`src/rtl/mul_pkg.sv`:
```
// ------------------------------------------------------------------
// mul_pkg: shared FSM states and width helpers, rev 1.0
// ------------------------------------------------------------------
`default_nettype none

package mul_pkg;

  typedef enum logic [1:0] {
    IDLE = 2'd0,
    RUN  = 2'd1,
    FIX  = 2'd2
  } state_e;

  // The product and bit-counter widths follow from the operand width.
  function automatic int prod_width(input int w);
    return 2 * w;
  endfunction

  function automatic int cnt_width(input int w);
    return $clog2(w + 1);
  endfunction

endpackage

`default_nettype wire

```
`src/rtl/mul_sign_fix.sv`:
```
// ------------------------------------------------------------------
// mul_sign_fix: conditional two's-complement negate, rev 1.0
// ------------------------------------------------------------------
`default_nettype none

module mul_sign_fix #(
  parameter int W = 16
) (
  input  logic         neg_i,
  input  logic [W-1:0] val_i,
  output logic [W-1:0] val_o
);

  assign val_o = neg_i ? W'(-val_i) : val_i;

endmodule

`default_nettype wire

```
`src/rtl/seq_shift_add_mul.sv`:
```
// ------------------------------------------------------------------
// seq_shift_add_mul: sequential shift-and-add multiplier, rev 1.0
// ------------------------------------------------------------------
`default_nettype none

module seq_shift_add_mul
  import mul_pkg::*;
#(
  parameter int WIDTH     = 16,
  parameter bit SIGNED_EN = 1'b1
) (
  input  logic                 clk,
  input  logic                 rst,
  input  logic                 start,
  input  logic                 signed_mode,
  input  logic [WIDTH-1:0]     multiplicand,
  input  logic [WIDTH-1:0]     multiplier,
  output logic                 busy,
  output logic                 done,
  output logic [2*WIDTH-1:0]   product
);

  localparam int              PW   = prod_width(WIDTH);
  localparam int              CW   = cnt_width(WIDTH);
  localparam logic [CW-1:0]   LAST = CW'(WIDTH - 1);

  state_e            state_q;
  logic [CW-1:0]     cnt_q;
  logic [PW-1:0]     acc_q;
  logic [PW-1:0]     a_sh_q;
  logic [WIDTH-1:0]  b_sh_q;
  logic              neg_q;
  logic              busy_q;
  logic              done_q;
  logic [PW-1:0]     product_q;

  logic              sgn_d;
  logic              neg_d;
  logic [WIDTH-1:0]  mag_a_d;
  logic [WIDTH-1:0]  mag_b_d;
  logic [PW-1:0]     acc_d;
  logic [PW-1:0]     prod_d;

  assign sgn_d = signed_mode & SIGNED_EN;
  assign neg_d = sgn_d & (multiplicand[WIDTH-1] ^ multiplier[WIDTH-1]);

  mul_sign_fix #(.W(WIDTH)) u_mag_a (
    .neg_i (sgn_d & multiplicand[WIDTH-1]),
    .val_i (multiplicand),
    .val_o (mag_a_d)
  );

  mul_sign_fix #(.W(WIDTH)) u_mag_b (
    .neg_i (sgn_d & multiplier[WIDTH-1]),
    .val_i (multiplier),
    .val_o (mag_b_d)
  );

  mul_sign_fix #(.W(PW)) u_prod_fix (
    .neg_i (neg_q),
    .val_i (acc_q),
    .val_o (prod_d)
  );

  // a_sh_q already holds mag_a << i, so bit i of mag_b is b_sh_q[0].
  assign acc_d = acc_q + (b_sh_q[0] ? a_sh_q : '0);

  always_ff @(posedge clk) begin
    if (rst) begin
      state_q   <= IDLE;
      cnt_q     <= '0;
      acc_q     <= '0;
      a_sh_q    <= '0;
      b_sh_q    <= '0;
      neg_q     <= 1'b0;
      busy_q    <= 1'b0;
      done_q    <= 1'b0;
      product_q <= '0;
    end else begin
      done_q <= 1'b0;
      case (state_q)
        IDLE: begin
          if (start) begin
            a_sh_q  <= PW'(mag_a_d);
            b_sh_q  <= mag_b_d;
            neg_q   <= neg_d;
            acc_q   <= '0;
            cnt_q   <= '0;
            busy_q  <= 1'b1;
            state_q <= RUN;
          end
        end
        RUN: begin
          acc_q  <= acc_d;
          a_sh_q <= a_sh_q << 1;
          b_sh_q <= b_sh_q >> 1;
          cnt_q  <= cnt_q + CW'(1);
          if (cnt_q == LAST) begin
            state_q <= FIX;
          end
        end
        FIX: begin
          product_q <= prod_d;
          done_q    <= 1'b1;
          busy_q    <= 1'b0;
          state_q   <= IDLE;
        end
        default: begin
          busy_q  <= 1'b0;
          state_q <= IDLE;
        end
      endcase
    end
  end

  assign busy    = busy_q;
  assign done    = done_q;
  assign product = product_q;

endmodule

`default_nettype wire

```
`config.mk`:
```
export PLATFORM = sky130hd
export DESIGN_NAME = seq_shift_add_mul
export DESIGN_NICKNAME = d
export VERILOG_FILES = /design/src/rtl/mul_pkg.sv /design/src/rtl/mul_sign_fix.sv /design/src/rtl/seq_shift_add_mul.sv
export SDC_FILE = /design/constraint.sdc
export NUM_CORES = 1
export LEC_CHECK = 0
export ABC_AREA = 1
export CAP_MARGIN = 10
export CORE_UTILIZATION = 28
export DETAILED_ROUTE_END_ITERATION = 12
export PLACE_DENSITY_LB_ADDON = 0.3
export SLEW_MARGIN = 20
export SYNTH_ARGS = -nofsm -noshare
export SYNTH_HDL_FRONTEND = slang
export SYNTH_SLANG_ARGS = --single-unit
export TNS_END_PERCENT = 1
```
`constraint.sdc`:
```
create_clock -name clk -period 2.8 [get_ports clk]
set_input_delay 0.42 -clock clk [delete_from_list [all_inputs] [get_ports clk]]
set_output_delay 0.42 -clock clk [all_outputs]
set_load 0.02 [all_outputs]
```
### Word-level counts from Yosys, hierarchy flattened

Cells that the tools add are included.

| cells by class | value |
|---|---|
| $add $sub $neg | 5 |
| eq/ne operators | 5 |
| mux-type cells | 18 |
| bitwise gates (word level) | 5 |
| reduce and logical (&&, ||, !) cells | 6 |

Operators with widths:

| cell | count |
|---|---|
| 2-to-1 mux 32 bit | 4 |
| one-hot mux 32 bit (2 select lines) | 2 |
| 2-to-1 mux 16 bit | 3 |
| adder 32 bit | 1 |
| negator 16 bit | 2 |
| negator 32 bit | 1 |
| one-hot mux 16 bit (2 select lines) | 1 |
| one-hot mux 5 bit (2 select lines) | 1 |
| AND reduction 2 bit | 4 |
| adder 5 x 1 -> 5 bit, second input constant | 1 |
| equality test 5 x 4 -> 1 bit, second input constant | 1 |
| 2-to-1 mux 5 bit | 1 |
| 2-to-1 mux 2 bit | 2 |
| != test 2 bit, second input constant | 2 |
| one-hot mux 2 bit (2 select lines) | 1 |
| AND 1 bit | 3 |
| equality test 2 x 1 -> 1 bit, second input constant | 1 |
| equality test 2 bit, second input constant | 1 |
| logical NOT 2 bit | 1 |
| 2-to-1 mux 1 bit | 2 |
| one-hot mux 1 bit (2 select lines) | 1 |
| nonzero test 2 bit | 1 |
| inverter 1 bit | 1 |
| bitwise XOR 1 bit | 1 |

| storage, ports and cells | value |
|---|---|
| bits in registers | 122 |
| output and inout port bits | 34 |
| logic and storage cells | 48 |

### Longest topological paths before layout

Gate-level depths: netlist of the first run.

| logic depth | value |
|---|---|
| depth in word-level cells | 4 |
| mapped depth | 17 |
| mapped depth without buffers | 15 |

### Hierarchy

Synthesis of the first run repeated with hierarchy kept, for this count alone.

| second synthesis, totals | value |
|---|---|
| cells, all modules | 1497 |
| area total of the unflattened synthesis | 8961.1 um^2 |

By module, submodules not included:

| module | times used | cells an instance | area each (um^2) | seq. area each (um^2) |
|---|---|---|---|---|
| seq_shift_add_mul | 1 | 1100 | 6995.5 | 2442.3 |
| mul_sign_fix (u_prod_fix) | 1 | 225 | 1052.3 | 0.0 |
| mul_sign_fix (u_mag_a ...) | 2 | 86 | 456.7 | 0.0 |

### Worst setup path after synthesis of the first run

OpenSTA, ideal clock, no wires.

| timing | value |
|---|---|
| path kind | flip-flop to flip-flop |
| start | register b_sh_q[0] |
| end | register acc_q[28] |
| arrival | 2171 ps |
| setup slack | 497 ps |
| cell stages (with the launch flop) | 18 |
| path buffers | 2 |
| path through | dfxtp_1 -> clkbuf_1 -> clkbuf_1 -> nand2_1 -> inv_1 -> ha_1 -> inv_1 -> fa_1 -> inv_1 -> nand3_1 -> nand3_1 -> nand3_1 -> nand3_1 -> nand2_1 -> nand2_1 -> nand2_1 -> nand3_1 -> a21oi_1 |

| on the way | value |
|---|---|
| longest elaborated chain between the ends | 3 |

RTL lines:

| element | RTL line | source |
|---|---|---|
| from (decl) | seq_shift_add_mul.sv:31 | `logic [WIDTH-1:0] b_sh_q;` |
| from (signal assigned) | seq_shift_add_mul.sv:85 | `b_sh_q <= mag_b_d;` |
| from (signal assigned) | seq_shift_add_mul.sv:96 | `b_sh_q <= b_sh_q >> 1;` |
| 2-to-1 mux 32 bit | seq_shift_add_mul.sv:66 | `assign acc_d = acc_q + (b_sh_q[0] ? a_sh_q : '0);` |
| adder 32 bit | seq_shift_add_mul.sv:66 |  |
| one-hot mux 32 bit (2 select lines) | seq_shift_add_mul.sv:81 | `case (state_q)` |
| to (signal assigned) | seq_shift_add_mul.sv:72 | `acc_q <= '0;` |
| to (signal assigned) | seq_shift_add_mul.sv:87 | `acc_q <= '0;` |
| to (signal assigned) | seq_shift_add_mul.sv:94 | `acc_q <= acc_d;` |
| to (decl) | seq_shift_add_mul.sv:29 | `logic [PW-1:0] acc_q;` |

Every way passes these cells.
A chain may end at the register's enable or synchronous reset.

### Worst setup path in the final report of the first run

| timing | value |
|---|---|
| start | register b_sh_q[0] |
| end | register acc_q[13] |

The elaborated chain is that of the path after synthesis.

==> results.sh, run 1 <==
export IMPL_status="finished, final reports clean"
export IMPL_worst_ep_required_time_ns=3.10
export IMPL_cts_num_sinks=122
export IMPL_fp_dieH_um=177.3
export IMPL_report_final_setup_viol=0
export IMPL_crit_path_end_kind="flip-flop"
export IMPL_hpwl_um=18490
export IMPL_arrival_ns=2.56
export IMPL_drc_errors=0
export IMPL_num_rows=63
export IMPL_via_per_inst=4.672
export IMPL_syn_nets=1481
export IMPL_path_cells="buf_12 > nand2_1 > inv_1 > ha_1 > nand2_1 > inv_1 > nand2_1 > inv_1 > a21oi_1 > nand2_1 > or2_2 > nand3_1 > a21oi_1"
export IMPL_io_buffers=69
export IMPL_coreArea_mm2=0.02995
export IMPL_initial_core_util=0.2872
export IMPL_rr_startpoint="b_sh_q[0]$_SDFFE_PP0P_"
export IMPL_period_needed_ns=2.262
export IMPL_ys_flop_type="dfxtp_1"
export IMPL_vias=8694
export IMPL_totalWireLength_um=24360
export IMPL_maxSlewHeadroom=0.4757
export IMPL_grt_pass1_wl_um=40480
export IMPL_critical_path_top_delay_family="simple AND/OR/NAND/NOR gates"
export IMPL_power_leakage_nw=5.014
export IMPL_io_pins=70
export IMPL_drv_cap=0
export IMPL_worst_ir_drop_vdd_mv=0.4826
export IMPL_wl_met2_um=11510
export IMPL_grt_max_degree=60
export IMPL_grt_overflow=0
export IMPL_fin_nets=1531
export IMPL_synthCells=1408
export IMPL_synth_distinct_cells=43
export IMPL_antenna_found_initial=0
export IMPL_die_area_mm2=0.03143
export IMPL_async_reset_ff_frac=0
export IMPL_path_buf_inv=4
export IMPL_die_w_um=177.3
export IMPL_drv_slew=0
export IMPL_path_clk_slew_ns=0.06
export IMPL_critPathKind="reg -> reg"
export IMPL_crit_fanout=32
export IMPL_yosys_warnings=0
export IMPL_min_from="rst"
export IMPL_powerDensity_mw_per_mm2=424.8
export IMPL_ctsResizeCount=0
export IMPL_fin_skew_ns=0.01746
export IMPL_numCtsBuffers=17
export IMPL_routedWlPerCell_um=13.09
export IMPL_pre_cts_ws_ns=0.5646
export IMPL_grt_pass1_vias=8090
export IMPL_dp_cells=1829
export IMPL_hold_viol=0
export IMPL_diodes=0
export IMPL_synth_seq_area_share=0.2839
export IMPL_cts_buffer_depth=2
export IMPL_root_buffer="clkbuf_16"
export IMPL_syn_area_per_cell_um2=6.110
export IMPL_globalplace_congestion=0.8970
export IMPL_worstSkewPairLatency_ns=0.43
export IMPL_postRouteAntennaNets=0
export IMPL_rsz0062_at_grt="no"
export IMPL_post_cts_buffers=0
export IMPL_hold_buffers=0
export IMPL_worst_slew_pin_slew_ns=0.7855
export IMPL_hold_path_class="in -> reg"
export IMPL_cpPeakStageDelay_ns=0.37
export IMPL_netlist_area_mm2=0.008603
export IMPL_cts_tree="built"
export IMPL_htree_levels=4
export IMPL_finalNonFillerCells=1861
export IMPL_area_growth_syn_to_layout_pct=19.04
export IMPL_top_layer_used="met4"
export IMPL_crit_start="b_sh_q[0]$_SDFFE_PP0P_"
export IMPL_synth_edf_count=0
export IMPL_drtIter0Drc=563
export IMPL_grt_use_total=0.1618
export IMPL_startpoint_type="flip-flop"
export IMPL_slowest_stage="dfxtp_1"
export IMPL_ys_ff_latch=122
export IMPL_setup_tns_ns=0
export IMPL_met1_length_um=11480
export IMPL_wl_met3_um=980
export IMPL_first_pass_iters=5
export IMPL_cp_common_cell="nand2_1"
export IMPL_setup_ws_ns=0.5379
export IMPL_min_period_over_period=0.8079
export IMPL_drive_above_1_share=0.06322
export IMPL_fmax_mhz=442.1
## cell usage in the layout (no fill, tap or decap), types with 7 or more instances in the layout
| cell | synthesis | routed |
|---|---|---|
| nor3_1 | 10 | 10 |
| clkbuf_16 | 0 | 17 |
| nand3_1 | 106 | 106 |
| a22oi_1 | 31 | 31 |
| dfxtp_1 | 122 | 122 |
| nand3_2 | 7 | 7 |
| nor2_1 | 114 | 112 |
| buf_4 | 3 | 9 |
| clkdlybuf4s50_1 | 0 | 68 |
| nand2_2 | 7 | 7 |
| o21ai_0 | 60 | 60 |
| inv_1 | 220 | 220 |
| nand2_1 | 411 | 411 |
| nor2_4 | 5 | 7 |
| nand4_1 | 14 | 14 |
| or2_2 | 11 | 11 |
| nand3b_1 | 7 | 7 |
| a31oi_1 | 16 | 16 |
| a21oi_1 | 116 | 116 |
| ha_1 | 36 | 36 |
| o21ai_1 | 8 | 8 |
| xor2_1 | 18 | 18 |
## routing by layer
layer,vias to the layer above,global-route usage
li1,4632,-
met5,-,0
met4,0,0.04950
met3,27,0.02185
met1,3849,0.2072
met2,186,0.2793
## through the flow
stage / instance area (um^2) / util / hold WS, ns / power [mW]
after floorplan: 8603 / - / 0.4434 / 2.156
after global placement: 9697 / 0.3237 / 0.4538 / 2.332
after detailed placement: 9697 / 0.3237 / 0.4606 / 2.334
after CTS: 10240 / 0.3419 / 0.4471 / 4.401
after global routing: 10240 / 0.3419 / 0.4932 / 4.551
final: 10240 / 0.3419 / 0.4482 / 4.350
## state kept, by name (all words and copies together), names as in the netlist
register / cells
product: 32
done: 1
busy: 1
b_sh_q: 16
a_sh_q: 32
acc_q: 32
neg_q: 1
cnt_q: 5
state_q: 2
## power breakdown
part	internal (mW)	leakage (nW)	switching [mW]
Combinational	0.171	3.76	0.303
Sequential	1.78	0.989	0.0389
Clock	1.15	0.268	0.909
Total	3.10	5.01	1.25
## final timing paths
| path | to | slack, ns | depth (start not counted) |
|---|---|---|---|
| setup reg to reg | acc_q[13]$_SDFFE_PP0P_ | 0.54 | 13 |
| hold reg to reg | b_sh_q[15]$_SDFFE_PP0P_ | 0.47 | 2 |
| setup / recovery | acc_q[13]$_SDFFE_PP0P_ | 0.54 | 13 |
| hold / removal | b_sh_q[15]$_SDFFE_PP0P_ | 0.45 | 2 |
## kinds of logic (layout without fill, tap and decap cells)
| group | count (synthesis) | after routing | synth area share |
|---|---|---|---|
| simple gates | 701 | 701 | 0.3501 |
| compound gates | 253 | 253 | 0.1664 |
| buf+inv | 274 | 337 | 0.1236 |
| flops | 122 | 122 | 0.2839 |
| fa+ha+maj | 37 | 37 | 0.05468 |
| xor+xnor | 21 | 21 | 0.02138 |
## cell usage after synthesis (2+ instances only)
cell,count,area (um^2)
inv_2,4,15.01
o21bai_1,3,22.52
o21ai_0,60,300.3
a21oi_1,116,580.6
clkbuf_1,24,90.09
nand3_1,106,530.5
a22oi_1,31,232.7
o32ai_1,2,17.52
or2_2,11,68.82
xor2_1,18,157.7
buf_2,19,95.09
a31oi_1,16,100.1
o21ai_1,8,40.04
nor3_1,10,50.05
a21oi_2,2,17.52
a21o_1,4,30.03
nand3_2,7,70.07
o21ai_2,2,17.52
o211ai_1,3,22.52
a221oi_1,2,17.52
nor2_1,114,427.9
xnor2_1,3,26.28
inv_1,220,825.8
nand4_1,14,87.58
nand3b_1,7,52.55
buf_1,4,15.01
nor2_2,4,25.02
nand2_2,7,43.79
nor2_4,5,56.30
nand2_1,411,1543
buf_4,3,22.52
ha_1,36,450.4
dfxtp_1,122,2442
## final cells by class
class	count	area [um^2]
fillers	3280	19710
multi-input cells	1012	5112
flip-flops and latches	122	2442
inverters	224	840.8
repair buffers	81	813.3
well taps	390	488.0
clock buffers	17	425.4
clock inverters	15	118.9
No activity file was read; power rests on OpenSTA's default activity.
==> inputs of run 2 (changes only) <==
==> constraint.sdc (replaced) <==
create_clock -name clk -period 1.9 [get_ports clk]
set_input_delay 0.285 -clock clk [delete_from_list [all_inputs] [get_ports clk]]
set_output_delay 0.285 -clock clk [all_outputs]
set_load 0.02 [all_outputs]
==> run 2 against run 1 <==
Net effect:
- flip-flop and latch count is the same
- critical path depth unchanged
- the run now ends with negative setup slack left
- sequential share of layout area shrank 4.1 points
- count of clock-buffer cells in the layout did not move
- combinational power rose by 81%
- wire length is 11% higher
- die area unchanged
- cell count up 6.2%
- fmax rose by 10%
- non-clock buffer count up 116
- via count increased by 7.6%
==> results.sh, run 2 (synthesis results as in run 1) <==
export IMPL_setup_ws_ns=-0.1544
export IMPL_worstSkewPairLatency_ns=0.43
export IMPL_arrival_ns=2.35
export IMPL_setup_tns_ns=-2.646
export IMPL_hold_path_class="in -> reg"
export IMPL_drv_slew=0
export IMPL_fin_nets=1647
export IMPL_first_pass_iters=6
export IMPL_die_area_mm2=0.03143
export IMPL_drc_errors=0
export IMPL_maxSlewHeadroom=0.5540
export IMPL_min_from="rst"
export IMPL_cts_buffer_depth=2
export IMPL_io_buffers=69
export IMPL_ff_latch_area_mm2=0.002446
export IMPL_path_clk_slew_ns=0.07
export IMPL_area_growth_syn_to_layout_pct=44.04
export IMPL_grt_max_degree=61
export IMPL_grt_pass1_wl_um=42810
export IMPL_root_buffer="clkbuf_16"
export IMPL_vias=9356
export IMPL_drv_cap=0
export IMPL_r2r_setup_slack_ns=-0.15
export IMPL_worst_slew_pin_slew_ns=0.6691
export IMPL_die_w_um=177.3
export IMPL_ff2ff_path_depth=13
export IMPL_critPathKind="reg -> reg"
export IMPL_drtIter0Drc=541
export IMPL_report_final_setup_viol=26
export IMPL_finalInstanceArea_mm2=0.01239
export IMPL_min_period_over_period=1.081
export IMPL_coreArea_mm2=0.02995
export IMPL_worst_ep_required_time_ns=2.19
export IMPL_hold_viol=0
export IMPL_r2r_end="acc_q[13]$_SDFFE_PP0P_"
export IMPL_cts_tree="built"
export IMPL_crit_path_end_kind="flip-flop"
export IMPL_mostFrequentLayoutCell="nand2_1"
export IMPL_fmax_mhz=486.8
export IMPL_postRouteAntennaNets=0
export IMPL_totalWireLength_um=27030
export IMPL_design_power_total_mw=6.734
export IMPL_grt_use_total=0.1707
export IMPL_power_leakage_nw=5.920
export IMPL_via_per_inst=4.732
export IMPL_hold_depth=4
export IMPL_fin_util=0.4137
export IMPL_diodes=0
export IMPL_worst_ir_drop_vdd_mv=0.5253
export IMPL_antenna_found_initial=0
export IMPL_violations="negative setup slack"
export IMPL_powerDensity_mw_per_mm2=543.4
export IMPL_htree_levels=4
export IMPL_rsz0062_at_grt="yes"
export IMPL_globalplace_congestion=0.8896
export IMPL_multi_input_area_mm2=0.006254
export IMPL_fp_dieH_um=177.3
export IMPL_hold_end="neg_q$_SDFFE_PP0P_"
export IMPL_hpwl_um=19430
export IMPL_hold_buffers=0
export IMPL_num_rows=63
export IMPL_grt_overflow=0
export IMPL_io_pins=70
export IMPL_initial_core_util=0.2872
export IMPL_drive_above_1_share=0.2785
export IMPL_cts_num_sinks=122
export IMPL_fillers=3088
export IMPL_place_area_mm2=0.01053
export IMPL_fin_skew_ns=0.01366
export IMPL_routedWlPerCell_um=13.67
export IMPL_rr_startpoint="b_sh_q[0]$_SDFFE_PP0P_"
export IMPL_status="finished, violations left"
export IMPL_finalNonFillerCells=1977
export IMPL_numCtsBuffers=17
export IMPL_period_needed_ns=2.054
export IMPL_crit_fanout=7
export IMPL_dp_cells=1934
export IMPL_layout_common_cells="nand2_1 (312), inv_1 (182), dfxtp_1 (121)"
export IMPL_grt_pass1_vias=8690
export IMPL_startpoint_type="flip-flop"
run 2: critical path, stage by stage, from the launching register on:
cell and delay, ns:
dfxtp_4 0.45, buf_16 0.16, nand2_2 0.05, inv_2 0.07
ha_4 0.23, nand2_2 0.07, nand2_2 0.07, inv_1 0.07
nand2_2 0.07, a21oi_2 0.15, nand2_2 0.11, or2_2 0.29
nand3_1 0.07, a21oi_1 0.05
run 2: worst max path at each step:
stage,start,endpoint
2_1_floorplan,b_sh_q[0]$_SDFFE_PP0P_,acc_q[28]$_SDFFE_PP0P_
3_3_place_gp,b_sh_q[0]$_SDFFE_PP0P_,acc_q[25]$_SDFFE_PP0P_
3_5_place_dp,b_sh_q[0]$_SDFFE_PP0P_,acc_q[25]$_SDFFE_PP0P_
4_1_cts,b_sh_q[0]$_SDFFE_PP0P_,acc_q[24]$_SDFFE_PP0P_
5_1_grt,b_sh_q[0]$_SDFFE_PP0P_,acc_q[25]$_SDFFE_PP0P_
6_report,b_sh_q[0]$_SDFFE_PP0P_,acc_q[13]$_SDFFE_PP0P_
run 2: metal layers:
metal,GRT usage,up-vias,routed length [um]
li1,-,4869,-
met1,0.2156,4257,12180
met3,0.02528,44,913
met5,0,-,0
met2,0.2949,186,13100
met4,0.05662,0,842
run 2: layout make-up:
class / count / area share
clock buffer: 17 / 0.03433
clock inverter: 15 / 0.01171
inverter: 224 / 0.06866
multi-input combinational: 1012 / 0.5046
sequential: 122 / 0.1974
tap: 390 / 0.03938
timing repair buffer: 197 / 0.1439
run 2: power breakdown:
group          internal, mW  switching [mW]  total, mW
combinational         0.362           0.496      0.858
clock                  1.75            1.44       3.19
sequential             2.62          0.0620       2.69
total                  4.73            2.00       6.73
run 2: repair_timing:
action | 4_1_cts | 5_1_grt
pin swaps | 10 | 78
gates resized for setup | 94 | 203
gates cloned | 1 | 2
endpoints found under the setup margin | 28 | 36
endpoints found under the hold margin | 0 | 0
setup buffers | 2 | 6
run 2: per-stage QoR:
step,setup WS [ns],hold WS (ns)
floorplan,-0.1023,0.4340
global placement,-0.2344,0.4548
detailed placement,-0.2443,0.4626
CTS,-0.1190,0.2342
global route,-0.2547,0.2470
finish,-0.1544,0.2311
==> inputs of run 3 (changes only) <==
--- a/config.mk
+++ b/config.mk
@@ -7,8 +7,10 @@
 export LEC_CHECK = 0
 export ABC_AREA = 1
 export CAP_MARGIN = 10
+export CORE_MARGIN = 3
 export CORE_UTILIZATION = 28
 export DETAILED_ROUTE_END_ITERATION = 12
+export HOLD_SLACK_MARGIN = 0.02
 export PLACE_DENSITY_LB_ADDON = 0.3
 export SLEW_MARGIN = 20
 export SYNTH_ARGS = -nofsm -noshare
==> run 3 against run 2 <==
Net effect:
- the run still ends with negative setup slack left
- sequential share of layout area up 1.2 points
- wire length down 2.8%
- fmax down 1.3%
- total power down 0.28%
- sequential power about the same
- critical path depth up 2
- non-clock buffer count down 8
- count of clock-buffer cells in the layout unchanged
- first-iteration DRC count down 18%
- die area up 4.6%
- clock skew down 0.0044 ns
- critical path type unchanged
==> results.sh, run 3 (synthesis results as in run 1) <==
export IMPL_slowest_stage="dfxtp_4"
export IMPL_switchingPower_mw=2.004
export IMPL_hpwl_um=19590
export IMPL_rsz0062_at_grt="yes"
export IMPL_maxSlewHeadroom=0.6438
export IMPL_pwr_share_seq=0.399
export IMPL_routedWlPerCell_um=13.34
export IMPL_postRouteAntennaNets=0
export IMPL_arrival_ns=2.38
export IMPL_setup_ws_ns=-0.1812
export IMPL_critical_path_top_delay_family="simple AND/OR/NAND/NOR gates"
export IMPL_hold_viol=0
export IMPL_via_per_inst=4.690
export IMPL_cpPeakStageDelay_ns=0.38
export IMPL_fin_nets=1639
export IMPL_drv_slew=0
export IMPL_min_period_over_period=1.095
export IMPL_power_leakage_nw=5.597
export IMPL_area_growth_syn_to_layout_pct=36.07
export IMPL_io_pins=70
export IMPL_first_pass_iters=5
export IMPL_period_needed_ns=2.081
export IMPL_power_frac_clock=0.479
export IMPL_num_rows=63
export IMPL_grt_pass1_wl_um=42460
export IMPL_cts_num_sinks=122
export IMPL_worst_ir_drop_vdd_mv=0.5279
export IMPL_fin_hold_ws_ns=0.3053
export IMPL_fin_skew_ns=0.009245
export IMPL_cts_tree="built"
export IMPL_violations="negative setup slack"
export IMPL_grt_max_degree=60
export IMPL_crit_fanout=13
export IMPL_p_comb_frac=0.122
export IMPL_intPower_mw=4.712
export IMPL_drv_cap=0
export IMPL_critPathKind="reg -> reg"
export IMPL_fmax_mhz=480.5
export IMPL_initial_core_util=0.2872
export IMPL_cts_buffer_depth=2
export IMPL_die_w_um=181.3
export IMPL_diodes=0
export IMPL_die_area_mm2=0.03287
export IMPL_powerDensity_mw_per_mm2=573.6
export IMPL_status="finished, violations left"
export IMPL_fp_dieH_um=181.3
export IMPL_setup_tns_ns=-2.161
export IMPL_drc_errors=0
export IMPL_hold_path_class="in -> reg"
export IMPL_coreArea_mm2=0.02995
export IMPL_htree_levels=4
export IMPL_grt_pass1_vias=8686
export IMPL_path_clk_slew_ns=0.07
export IMPL_fin_util=0.3908
export IMPL_startpoint_type="flip-flop"
export IMPL_report_final_setup_viol=24
export IMPL_root_buffer="clkbuf_16"
export IMPL_worst_ep_required_time_ns=2.19
export IMPL_drtIter0Drc=443
export IMPL_antenna_found_initial=0
export IMPL_totalWireLength_um=26260
export IMPL_crit_path_end_kind="flip-flop"
export IMPL_path_buf_inv=2
export IMPL_hold_buffers=0
export IMPL_mostFrequentLayoutCell="nand2_1"
export IMPL_drive_above_1_share=0.1957
export IMPL_path_cells="clkbuf_16 > nand2_1 > inv_1 > ha_4 > nand2_2 > nor2_2 > nand3_1 > nand2_1 > nand2_1 > nand2_2 > nand2_1 > nand2_1 > nand2_1 > nand3_1 > a21oi_1"
export IMPL_cp_common_cell="nand2_1"
export IMPL_globalplace_congestion=0.9116
export IMPL_ff_latch_area_mm2=0.002446
export IMPL_fillers=3218
export IMPL_worstSkewPairLatency_ns=0.43
export IMPL_io_buffers=69
export IMPL_grt_use_total=0.1564
export IMPL_multi_input_area_mm2=0.005679
export IMPL_vias=9235
export IMPL_switching_share=0.2984
export IMPL_layout_common_cells="nand2_1 (380), inv_1 (212), dfxtp_1 (121)"
export IMPL_numCtsBuffers=17
export IMPL_grt_overflow=0
export IMPL_worst_slew_pin_slew_ns=0.5337
## run 3: cell types whose count changed in the layout (fill, tap and decap cells not counted), sizes merged
cell / before / now
buf: 127 / 120
clkbuf: 19 / 18
## run 3: worst min-delay path: stages
cell     delay (ns)
buf_2          0.13
buf_4          0.22
a21oi_1        0.06
## run 3: worst paths after layout
check | from | end | slack, ns | depth (start not counted)
worst min-delay path | rst | busy$_SDFFE_PP0P_ | 0.31 | 3
worst max register to register | b_sh_q[0]$_SDFFE_PP0P_ | acc_q[31]$_SDFFE_PP0P_ | -0.18 | 15
worst min register to register | b_sh_q[15]$_SDFFE_PP0P_ | b_sh_q[15]$_SDFFE_PP0P_ | 0.47 | 2
worst max-delay path | b_sh_q[0]$_SDFFE_PP0P_ | acc_q[31]$_SDFFE_PP0P_ | -0.18 | 15
## run 3: power groups by stage
stage / clock (mW) / combinational [mW] / sequential, mW
2_1_floorplan: 0 / 0.463 / 2.72
3_3_place_gp: 0 / 0.786 / 2.73
3_5_place_dp: 0 / 0.792 / 2.73
4_1_cts: 3.27 / 0.808 / 2.68
5_1_grt: 3.40 / 0.912 / 2.69
6_report: 3.21 / 0.818 / 2.68
## run 3: timing repair
action	CTS	global route
endpoints found under the setup margin	27	35
pin swaps	3	7
gates resized for setup	54	66
gates cloned	0	1
buffers inserted	0	2
## run 3: layer usage
metal	vias up	global-route usage	wire [um]
met1	4188	0.2001	12430
met5	-	0	0
li1	4842	-	-
met3	39	0.02215	785
met4	0	0.06002	781
met2	166	0.2663	12270
## run 3: area by class of cell
type / instances / area share
clock buffers: 17 / 0.03634
multi-input cells: 1012 / 0.4851
inverters: 224 / 0.07204
clock inverters: 15 / 0.01240
repair buffers: 189 / 0.1434
flip-flops and latches: 122 / 0.2090
well taps: 390 / 0.04168
## run 3: metrics by stage
step                std cells  power [mW]  setup slack, ns  area [um^2]
finish                   1969       6.715          -0.1812        11710
global route             1969       6.999          -0.3131        11710
CTS                      1966       6.762          -0.1464        11440
detailed placement       1934       3.526          -0.2324        10540
global placement         1934       3.519          -0.2418        10540
floorplan                1408       3.180          -0.1023         8631
